### config.mk
export PLATFORM = sky130hd
export DESIGN_NAME = task_4_out
export DESIGN_NICKNAME = d
export VERILOG_FILES = /design/src/rtl/task_4_pkg.sv /design/src/rtl/task_4_out_fifo.sv /design/src/rtl/task_4_out.sv
export SDC_FILE = /design/constraint.sdc
export NUM_CORES = 2
export LEC_CHECK = 0
export BUFFER_PORTS_ARGS = -buffer_cell sky130_fd_sc_hd__buf_2
export CAP_MARGIN = 20
export CORE_MARGIN = 2
export CORE_UTILIZATION = 30
export CTS_BUF_LIST = sky130_fd_sc_hd__clkbuf_4
export CTS_CLUSTER_SIZE = 14
export DETAILED_ROUTE_END_ITERATION = 12
export SYNTH_ARGS = -nofsm -noshare
export SYNTH_HDL_FRONTEND = slang
export SYNTH_SLANG_ARGS = --single-unit
### constraint.sdc
create_clock -name i_clk -period 7.9 [get_ports i_clk]
set_input_delay 0 -clock i_clk [delete_from_list [all_inputs] [get_ports i_clk]]
set_output_delay 0 -clock i_clk [all_outputs]
set_load 0.05 [all_outputs]
### src/rtl/task_4_pkg.sv
// task_4_pkg: shared types, default sizes and width helper for the task 4 datapath.
`default_nettype none

package task_4_pkg;

    typedef enum logic [1:0] {
        s_IDLE    = 2'd0,
        s_COLLECT = 2'd1,
        s_SEND    = 2'd2,
        s_DONE    = 2'd3
    } task_output_enum;

    localparam int DEFAULT_DATA_WIDTH = 8;
    localparam int DEFAULT_NUM_WORDS  = 243;
    localparam int DEFAULT_FIFO_DEPTH = 256;

    // One extra bit so a frame of exactly 'depth' words does not wrap.
    function automatic int count_width(input int depth);
        return $clog2(depth) + 1;
    endfunction

endpackage

`default_nettype wire

### src/rtl/task_4_out_fifo.sv
// task_4_out_fifo: synchronous FIFO, registered read data (latency 1), non-destructive on full/empty.
`default_nettype none

module task_4_out_fifo #(
    parameter int DATA_WIDTH = 8,
    parameter int DEPTH      = 256
) (
    input  logic                  clk,
    input  logic                  sclr,
    input  logic                  wr_en,
    input  logic [DATA_WIDTH-1:0] din,
    input  logic                  rd_en,
    output logic [DATA_WIDTH-1:0] dout,
    output logic                  empty,
    output logic                  full
);

    localparam int AW = $clog2(DEPTH);

    logic [DATA_WIDTH-1:0] mem [DEPTH];
    logic [AW:0]           wr_ptr;
    logic [AW:0]           rd_ptr;
    logic                  do_write;
    logic                  do_read;

    assign empty    = (wr_ptr == rd_ptr);
    assign full     = (wr_ptr[AW] != rd_ptr[AW]) && (wr_ptr[AW-1:0] == rd_ptr[AW-1:0]);
    assign do_write = wr_en && !full && !sclr;
    assign do_read  = rd_en && !empty;

    always_ff @(posedge clk) begin
        if (do_write) begin
            mem[wr_ptr[AW-1:0]] <= din;
        end
    end

    always_ff @(posedge clk) begin
        if (sclr) begin
            wr_ptr <= '0;
            rd_ptr <= '0;
            dout   <= '0;
        end else begin
            if (do_write) begin
                wr_ptr <= wr_ptr + (AW+1)'(1);
            end
            if (do_read) begin
                dout   <= mem[rd_ptr[AW-1:0]];
                rd_ptr <= rd_ptr + (AW+1)'(1);
            end
        end
    end

endmodule

`default_nettype wire

### src/rtl/task_4_out.sv
// task_4_out: collects core result words into a FIFO and replays the frame as an AXI-Stream master.
// Optional frame length check enabled by defining TASK_4_OUT_LEN_CHECK_EN (adds o_len_err).
`default_nettype none

module task_4_out
    import task_4_pkg::*;
#(
    parameter int DATA_WIDTH = DEFAULT_DATA_WIDTH,
    parameter int NUM_WORDS  = DEFAULT_NUM_WORDS,
    parameter int FIFO_DEPTH = DEFAULT_FIFO_DEPTH
) (
    input  logic                  i_clk,
    input  logic                  i_rst,
    input  logic [DATA_WIDTH-1:0] i_data,
    input  logic                  i_enb,
    input  logic                  i_last,
    output logic [DATA_WIDTH-1:0] o_tdata,
    output logic                  o_tvalid,
    output logic                  o_tlast,
    input  logic                  i_tready,
    output logic                  o_output_last,
    output logic                  o_busy,
`ifdef TASK_4_OUT_LEN_CHECK_EN
    output logic                  o_overflow,
    output logic                  o_len_err
`else
    output logic                  o_overflow
`endif
);

    // Never size the buffer below one nominal frame, whatever FIFO_DEPTH says.
    localparam int DEPTH = (FIFO_DEPTH >= NUM_WORDS) ? FIFO_DEPTH : (1 << $clog2(NUM_WORDS));
    localparam int CW    = count_width(DEPTH);

    task_output_enum state;
    logic [CW-1:0]   count;
    logic [CW-1:0]   count_inc;
    logic [CW-1:0]   remaining;
    logic [CW-1:0]   remaining_after;
    logic            valid;
    logic            last_beat;
    logic            done_pulse;
    logic            busy;
    logic            overflow;
    logic            collecting;
    logic            accept;
    logic            fifo_wr;
    logic            fifo_rd;
    logic            fifo_empty;
    logic            fifo_full;
    logic [DATA_WIDTH-1:0] fifo_dout;
`ifdef TASK_4_OUT_LEN_CHECK_EN
    logic            len_err;
`endif

    assign collecting      = (state == s_IDLE) || (state == s_COLLECT);
    assign accept          = valid && i_tready;
    assign count_inc       = count + CW'(1);
    assign remaining_after = remaining - CW'(accept);
    assign fifo_wr         = i_enb && collecting && !fifo_full;
    // The FIFO read register is the prefetch stage: refill it whenever it is empty or being drained.
    assign fifo_rd         = (state == s_SEND) && !fifo_empty && (!valid || accept);

    task_4_out_fifo #(
        .DATA_WIDTH (DATA_WIDTH),
        .DEPTH      (DEPTH)
    ) u_fifo (
        .clk   (i_clk),
        .sclr  (i_rst),
        .wr_en (fifo_wr),
        .din   (i_data),
        .rd_en (fifo_rd),
        .dout  (fifo_dout),
        .empty (fifo_empty),
        .full  (fifo_full)
    );

    always_ff @(posedge i_clk) begin
        if (i_rst) begin
            state      <= s_IDLE;
            count      <= '0;
            remaining  <= '0;
            valid      <= 1'b0;
            last_beat  <= 1'b0;
            done_pulse <= 1'b0;
            busy       <= 1'b0;
            overflow   <= 1'b0;
`ifdef TASK_4_OUT_LEN_CHECK_EN
            len_err    <= 1'b0;
`endif
        end else begin
            done_pulse <= 1'b0;
            if (i_enb && (!collecting || fifo_full)) begin
                overflow <= 1'b1;
            end

            case (state)
                s_IDLE: begin
                    if (i_enb) begin
                        count <= CW'(1);
                        busy  <= 1'b1;
                        if (i_last) begin
                            remaining <= CW'(1);
                            state     <= s_SEND;
                        end else begin
                            state <= s_COLLECT;
                        end
                    end
                end

                s_COLLECT: begin
                    if (i_enb) begin
                        if (!fifo_full) begin
                            count <= count_inc;
                        end
                        if (i_last) begin
                            remaining <= fifo_full ? count : count_inc;
                            state     <= s_SEND;
                        end
                    end
                end

                s_SEND: begin
                    if (fifo_rd) begin
                        valid     <= 1'b1;
                        last_beat <= (remaining_after == CW'(1));
                    end else if (accept) begin
                        valid     <= 1'b0;
                        last_beat <= 1'b0;
                    end
                    if (accept) begin
                        remaining <= remaining_after;
                        if (last_beat) begin
                            state      <= s_DONE;
                            done_pulse <= 1'b1;
                        end
                    end
                end

                s_DONE: begin
`ifdef TASK_4_OUT_LEN_CHECK_EN
                    if (count != CW'(NUM_WORDS)) begin
                        len_err <= 1'b1;
                    end
`endif
                    count <= '0;
                    busy  <= 1'b0;
                    state <= s_IDLE;
                end

                default: begin
                    state <= s_IDLE;
                end
            endcase
        end
    end

    assign o_tdata       = fifo_dout;
    assign o_tvalid      = valid;
    assign o_tlast       = last_beat;
    assign o_output_last = done_pulse;
    assign o_busy        = busy;
    assign o_overflow    = overflow;
`ifdef TASK_4_OUT_LEN_CHECK_EN
    assign o_len_err     = len_err;
`endif

endmodule

`default_nettype wire

Word-level counts from Yosys, hierarchy flattened
Memories as Yosys holds them, arrays and structs flattened. A register that Yosys moved wholly into a read port is not among the register bits.
Cells that the tools add are included.
{"block": "totals", "ff_bits": 43, "mem_bits_rw": 2048, "input_bits": 13, "memories": 1}
{"name": "u_fifo.mem", "depth": 256, "width": 8, "rd": 1, "rd_ports_with_merged_regs": 1, "write_ports": 1, "line": "task_4_out_fifo.sv:20", "rtl": "logic [DATA_WIDTH-1:0] mem [DEPTH];"}
{"block": "classes", "addsub": 4, "n_eq_ne": 13, "muxes": 25, "bitwise": 2, "n_reduce_logical": 29}
{"cell": "9-bit two-way mux", "n": 8}
{"cell": "9-bit case mux with 3 select lines", "n": 2}
{"cell": "9-bit by 1-bit adder with 9-bit output (second input constant)", "n": 3}
{"cell": "2-bit two-way mux", "n": 6}
{"cell": "2-bit != test (second input constant)", "n": 6}
{"cell": "1-bit logical AND", "n": 10}
{"cell": "9-bit by 1-bit equality test with 1-bit output (second input constant)", "n": 1}
{"cell": "9-bit equality test", "n": 1}
{"cell": "9-bit by 1-bit subtractor with 9-bit output", "n": 1}
{"cell": "8-bit equality test", "n": 1}
{"cell": "2-bit case mux with 4 select lines", "n": 1}
{"cell": "1-bit two-way mux", "n": 7}
{"cell": "6-bit AND reduction", "n": 1}
{"cell": "3-bit nonzero test", "n": 2}
{"cell": "1-bit zero test", "n": 5}
{"cell": "5-bit AND reduction", "n": 1}
{"cell": "2-bit equality test (second input constant)", "n": 2}
{"cell": "2-bit AND reduction", "n": 2}
{"cell": "2-bit nonzero test", "n": 2}
{"cell": "1-bit logical OR", "n": 3}
{"cell": "3-bit AND reduction", "n": 1}
{"cell": "3-bit OR reduction", "n": 1}
{"cell": "2-bit by 1-bit equality test with 1-bit output (second input constant)", "n": 1}
{"cell": "2-bit zero test", "n": 1}
{"cell": "3 further kinds", "n": 4}

Depth between registers and ports, before layout
{"block": "depth", "ltp_word": 8, "depth_mapped": 13, "depth_no_buf": 9}

Modules after synthesis
From an unflattened synthesis, not the netlist that was laid out.
{"block": "unflattened", "hier_cells": 4183, "hier_area_um2": 83252.3}
{"mod": "task_4_out_fifo", "n_inst": 1, "cells_per_inst": 3991, "area_each_um2": 81702.1, "seq_area_each_um2": 62019.5}
{"mod": "task_4_out", "n_inst": 1, "cells_per_inst": 192, "area_each_um2": 1550.2, "seq_area_each_um2": 500.5}

Worst setup path before layout
Ideal clock, no wire load.
{"block": "synth_timing", "path_type": "register to register", "startpoint": "register u_fifo.rd_ptr[0]", "endpoint": "memory u_fifo.mem[219][0] (enable)", "setup_ns": 0.370, "arrival_time_ns": 2.367, "required_ns": 7.530, "setup_slack_ns": 5.163, "stages_incl_launch_ff": 10, "n_path_buf": 3, "synth_period_minus_slack_ns": 2.737, "cell_sequence": "dfxtp_1 > buf_6 > buf_12 > xor2_1 > nor4_2 > a311oi_2 > and3_1 > nand2_1 > clkbuf_1 > nor2_1"}
{"block": "synth_via", "elab_chain_cells": 8}
{"element": "from (decl)", "line": "task_4_out_fifo.sv:22", "rtl": "logic [AW:0] rd_ptr;"}
{"element": "from (signal assigned)", "line": "task_4_out_fifo.sv:48", "rtl": "rd_ptr <= rd_ptr + (AW+1)'(1);"}
{"element": "8-bit equality test *", "line": "task_4_out_fifo.sv:27", "rtl": "assign full = (wr_ptr[AW] != rd_ptr[AW]) && (wr_ptr[AW-1:0] == rd_ptr[AW-1:0]);"}
{"element": "1-bit logical AND *", "line": "task_4_out_fifo.sv:27"}
{"element": "1-bit zero test *", "line": "task_4_out_fifo.sv:28, task_4_out.sv:60"}
{"element": "1-bit logical AND", "line": "task_4_out.sv:60", "rtl": "assign fifo_wr = i_enb && collecting && !fifo_full;"}
{"element": "1-bit logical AND * (2 in a row)", "line": "task_4_out_fifo.sv:28", "rtl": "assign do_write = wr_en && !full && !sclr;"}
{"element": "1-bit two-way mux *", "line": "task_4_out_fifo.sv:32", "rtl": "if (do_write) begin"}
{"element": "1-bit two-way mux (implied by the code) *", "line": "task_4_out_fifo.sv:33", "rtl": "mem[wr_ptr[AW-1:0]] <= din;"}
{"element": "to (decl)", "line": "task_4_out_fifo.sv:20"}
Mark *: on every way between the ends. The rest lies on a longest branch, timed or not.

Final worst setup path
{"block": "layout_timing", "startpoint": "register u_fifo.rd_ptr[0]", "endpoint": "register u_fifo.dout[0] (read register of u_fifo.mem)"}
{"block": "layout_via", "elab_chain_cells": 5}
{"element": "9-bit equality test", "line": "task_4_out_fifo.sv:26", "rtl": "assign empty = (wr_ptr == rd_ptr);"}
{"element": "1-bit zero test", "line": "task_4_out_fifo.sv:29, task_4_out.sv:62"}
{"element": "1-bit logical AND (2 in a row)", "line": "task_4_out.sv:62", "rtl": "assign fifo_rd = (state == s_SEND) && !fifo_empty && (!valid || accept);"}
{"element": "1-bit logical AND", "line": "task_4_out_fifo.sv:29", "rtl": "assign do_read = rd_en && !empty;"}
{"element": "to (decl)", "line": "task_4_out_fifo.sv:13", "rtl": "output logic [DATA_WIDTH-1:0] dout,"}
Several ways; a longest one is shown, not always the timed one.
A chain may end at the register's enable or synchronous reset.

==> metrics.md <==
| Metric | Value |
|---|---|
| CTS Hold Bufs | `36` |
| Endpoints failing setup | `0` |
| Initial Util | `0.3014` |
| Hold/Removal Path Class | `input port to flop` |
| Fillers | `25,750` |
| Crit-path slowest cell | `dfxtp_4` |
| Post-synth EDFFs | `2,048` |
| Status | `finished, final reports clean` |
| PwrDens | `253.2 nW/um^2` |
| Die footprint | `278,900 sq um` |
| Worst-path clk slew | `60 ps` |
| Period utilisation layout | `0.5903` |
| H-Tree Depth | `6` |
| Max Root-Sink Buffers | `4` |
| Avg WL per Cell | `27.06 um` |
| Largest family of logic cells by synthesized area | `multiplexers` |
| Overall routing resource usage | `0.1627` |
| Post-synthesis simple-gate area fraction | `0.03214` |
| Post-synthesis mux area share | `0.1495` |
| DRT antenna net count | `0` |
| Bufs and invs on worst path | `2` |
| Final worst path period need | `4663 ps` |
| Syn Nets | `4,127` |
| WP data arrival | `5820 ps` |
| Sequential area share after synthesis | `0.7587` |
| Post-Syn Instances | `4,101` |
| Post-Synth XOR/XNOR Area | `0.003614` |
| Final Util | `0.3426` |
| Biggest cell delay along the critical path | `840 ps` |
| Hold Path Depth | `2` |
| Adder-Cell Fraction of Synth Area | `0.001974` |
| Area of the core | `273,400 sq um` |
| CP Cell Sequence | `buf_4 -> buf_4 -> mux4_2 -> a22o_1 -> a211oi_1 -> a211oi_1 -> o21ai_0 -> a31oi_1` |
| Ys Warns | `0` |
| Routed WL | `230,500 um` |
| Worst Path Class, Setup | `flop to flop` |
| R2R setup slack | `3240 ps` |
| # port buffers | `25` |
| Slew Limit Fails | `0` |
| DP HPWL | `134,700 um` |
| Startpoint types | `flop` |
| CP top delay family | `buffers and inverters` |
| VDD IR max | `0.1651 mV` |
| CTS resizes | `0` |
| Worst path required time | `9050 ps` |
| Area growth from synthesis to final layout | `13.65%` |
| Fmax | `214.4 MHz` |
| Layout cell share with drive strength beyond 1 | `0.2922` |
| Largest net degree at the start of global routing | `188` |
| Syn Area/Cell | `20.09 sq um` |
| MaxCap Viol Count | `0` |
| # rows | `192` |
| Lkg Pwr | `28.35 nW` |
| Max-slew headroom | `0.1563` |
| Die X | `528.1 um` |
| Total I/O pin count | `26` |
| Endpoints failing hold | `0` |
| Remaining routing DRC violations | `0` |
| Netlist Area Pre-Place | `82,400 sq um` |
| Hold endpoint | `u_fifo.mem[156][1]` |
| Hold path startpoint | `i_data[1]` |
| Clock sink count | `2,099` |
| Root Driver | `clkbuf_4` |
| Layout Skew | `131.2 ps` |
| Clk Latency, worst-skew pair | `1390 ps` |
| Vias per cell | `5.169` |
| GP Congestion | `0.8669` |
| Number of synthesized register bits | `2,099` |
| R2R cell count | `8` |
| Top_reg_cell synth | `edfxtp_1` |
| Die Y | `528.1 um` |
| Setup_tns | `0 ps` |
| Nets | `4,575` |
| Max Fanout on Critical Path | `41` |
| Least-Margin Pin Slew | `1266 ps` |
| RSZ-0062 raised after global routing | `no` |
| Pre-Repair DR Iteration Count | `7` |
| Cell variety after synth | `76` |
| First-pass GRT wire length | `328,000 um` |
| TritonCTS buffer count | `555` |
| Iteration-0 DRC Markers | `5,834` |
| Ys async rst share | `0` |
| Via count | `44,040` |
| Vias in the first global route | `44,710` |
| Reg2Reg Launch Point | `u_fifo.rd_ptr[0]` |
| Remaining Overflow, GRT | `0` |
| End of the worst register-to-register path | `u_fifo.dout[0]` |
| CTS tree | `done` |
| Initial antenna violation count | `10` |
| CP endpoint kind | `flop` |
| Setup bufs post-CTS | `0` |
| Post-synthesis compound-gate area fraction | `0.03507` |
-- flip-flops by register name (all words and copies together), names as in the netlist --
signal and cells:
u_fifo.mem 2048, count 9, remaining 9, u_fifo.rd_ptr 9, u_fifo.wr_ptr 9, u_fifo.dout 8
state 2, o_busy 1, o_output_last 1, o_overflow 1, o_tlast 1, o_tvalid 1
-- worst max path at each step --
stage	startpoint	to	slack [ps]	cells after the start
5_1_grt	u_fifo.rd_ptr[0]	u_fifo.dout[0]	2980	8
3_3_place_gp	u_fifo.rd_ptr[0]	u_fifo.dout[5]	3280	9
6_report	u_fifo.rd_ptr[0]	u_fifo.dout[0]	3240	8
2_1_floorplan	u_fifo.rd_ptr[0]	u_fifo.mem[219][0]	5160	9
3_5_place_dp	u_fifo.rd_ptr[0]	u_fifo.dout[0]	3310	8
4_1_cts	u_fifo.rd_ptr[0]	u_fifo.dout[0]	3170	8
-- layer usage --
| metal | vias to the layer above | global-route usage | wire length [um] |
|---|---|---|---|
| met4 | 0 | 0.06751 | 8276 |
| met5 | - | 0 | 0 |
| met3 | 428 | 0.04423 | 22540 |
| met2 | 2426 | 0.2523 | 107700 |
| li1 | 18200 | - | - |
| met1 | 22990 | 0.2151 | 92060 |
-- cell families (layout without fill, tap and decap cells) --
kind of cell | after synthesis | in the layout
multiplexers | 655 | 655
other | 0 | 7
flip-flops | 2099 | 2099
AND/OR/NAND/NOR | 610 | 610
AO/OA/AOI/OAI | 418 | 418
buffers and inverters | 272 | 1095
XOR/XNOR | 34 | 34
adder cells (fa/ha/maj) | 13 | 13
-- worst reg2reg max path, cell delays in order, from the launching register on --
cell and delay, ps:
dfxtp_4 840, buf_4 710, buf_4 850, mux4_2 670, a22o_1 320, a211oi_1 360
a211oi_1 160, o21ai_0 420, a31oi_1 130
-- cell usage in the layout, fill, tap and decap left out, drive strengths merged, types with 38 or more instances in the layout --
master and instances:
clkinv 119, a221oi 39, a22oi 84, nand2 125, nand3 47, clkbuf 796, mux4 458, dfxtp 51
o21ai 54, a21oi 86, edfxtp 2048, inv 38, nor2 329, buf 103, mux2i 184
-- through the flow --
step                cells  worst slack, ps  power, mW  cell area, sq um  hold slack, ps
global route         8516             2980      24.64             93640           22.90
floorplan            4101             5163      14.00             82400           98.87
global placement     7539             3282      14.63             86340           303.3
detailed placement   7545             3309      14.65             86410           307.8
finish               8520             3237      23.71             93650           97.50
CTS                  8513             3165      23.92             93630           8.456
-- layout make-up --
class / instances / area (sq um) / share of cell area
antenna: 7 / 17.52 / 0.0001870
clock buffer: 788 / 5916 / 0.06317
clock inverter: 144 / 823.3 / 0.008791
inverter: 23 / 87.58 / 0.0009352
multi-input combinational: 1730 / 18390 / 0.1964
sequential: 2099 / 62540 / 0.6678
tap: 3589 / 4491 / 0.04795
timing repair buffer: 140 / 1381 / 0.01475
-- synth_stat cells, types with 16 or more instances --
library cell	n	area share
edfxtp_1	2048	0.75
buf_2	67	0.0041
a211oi_1	22	0.0020
clkbuf_1	107	0.0049
nor2b_1	16	0.0012
nor2_1	328	0.015
a22oi_1	84	0.0077
xor2_1	21	0.0022
o21ai_0	54	0.0033
nor3_1	16	0.00097
a21oi_1	86	0.0052
nand2_1	125	0.0057
mux2i_1	184	0.022
buf_6	22	0.0030
buf_4	27	0.0025
a221oi_1	39	0.0041
inv_1	20	0.00091
mux4_2	453	0.12
o22ai_1	22	0.0017
dfxtp_1	51	0.012
nand3_1	46	0.0028
a31oi_1	21	0.0016
-- report_power, final --
part           total (mW)  internal [mW]  switching (mW)
registers            12.3           12.2          0.0685
clock network        9.28           4.90            4.38
logic                2.12          0.866            1.25
total                23.7           18.0            5.70
No activity file was read; power rests on OpenSTA's default activity.
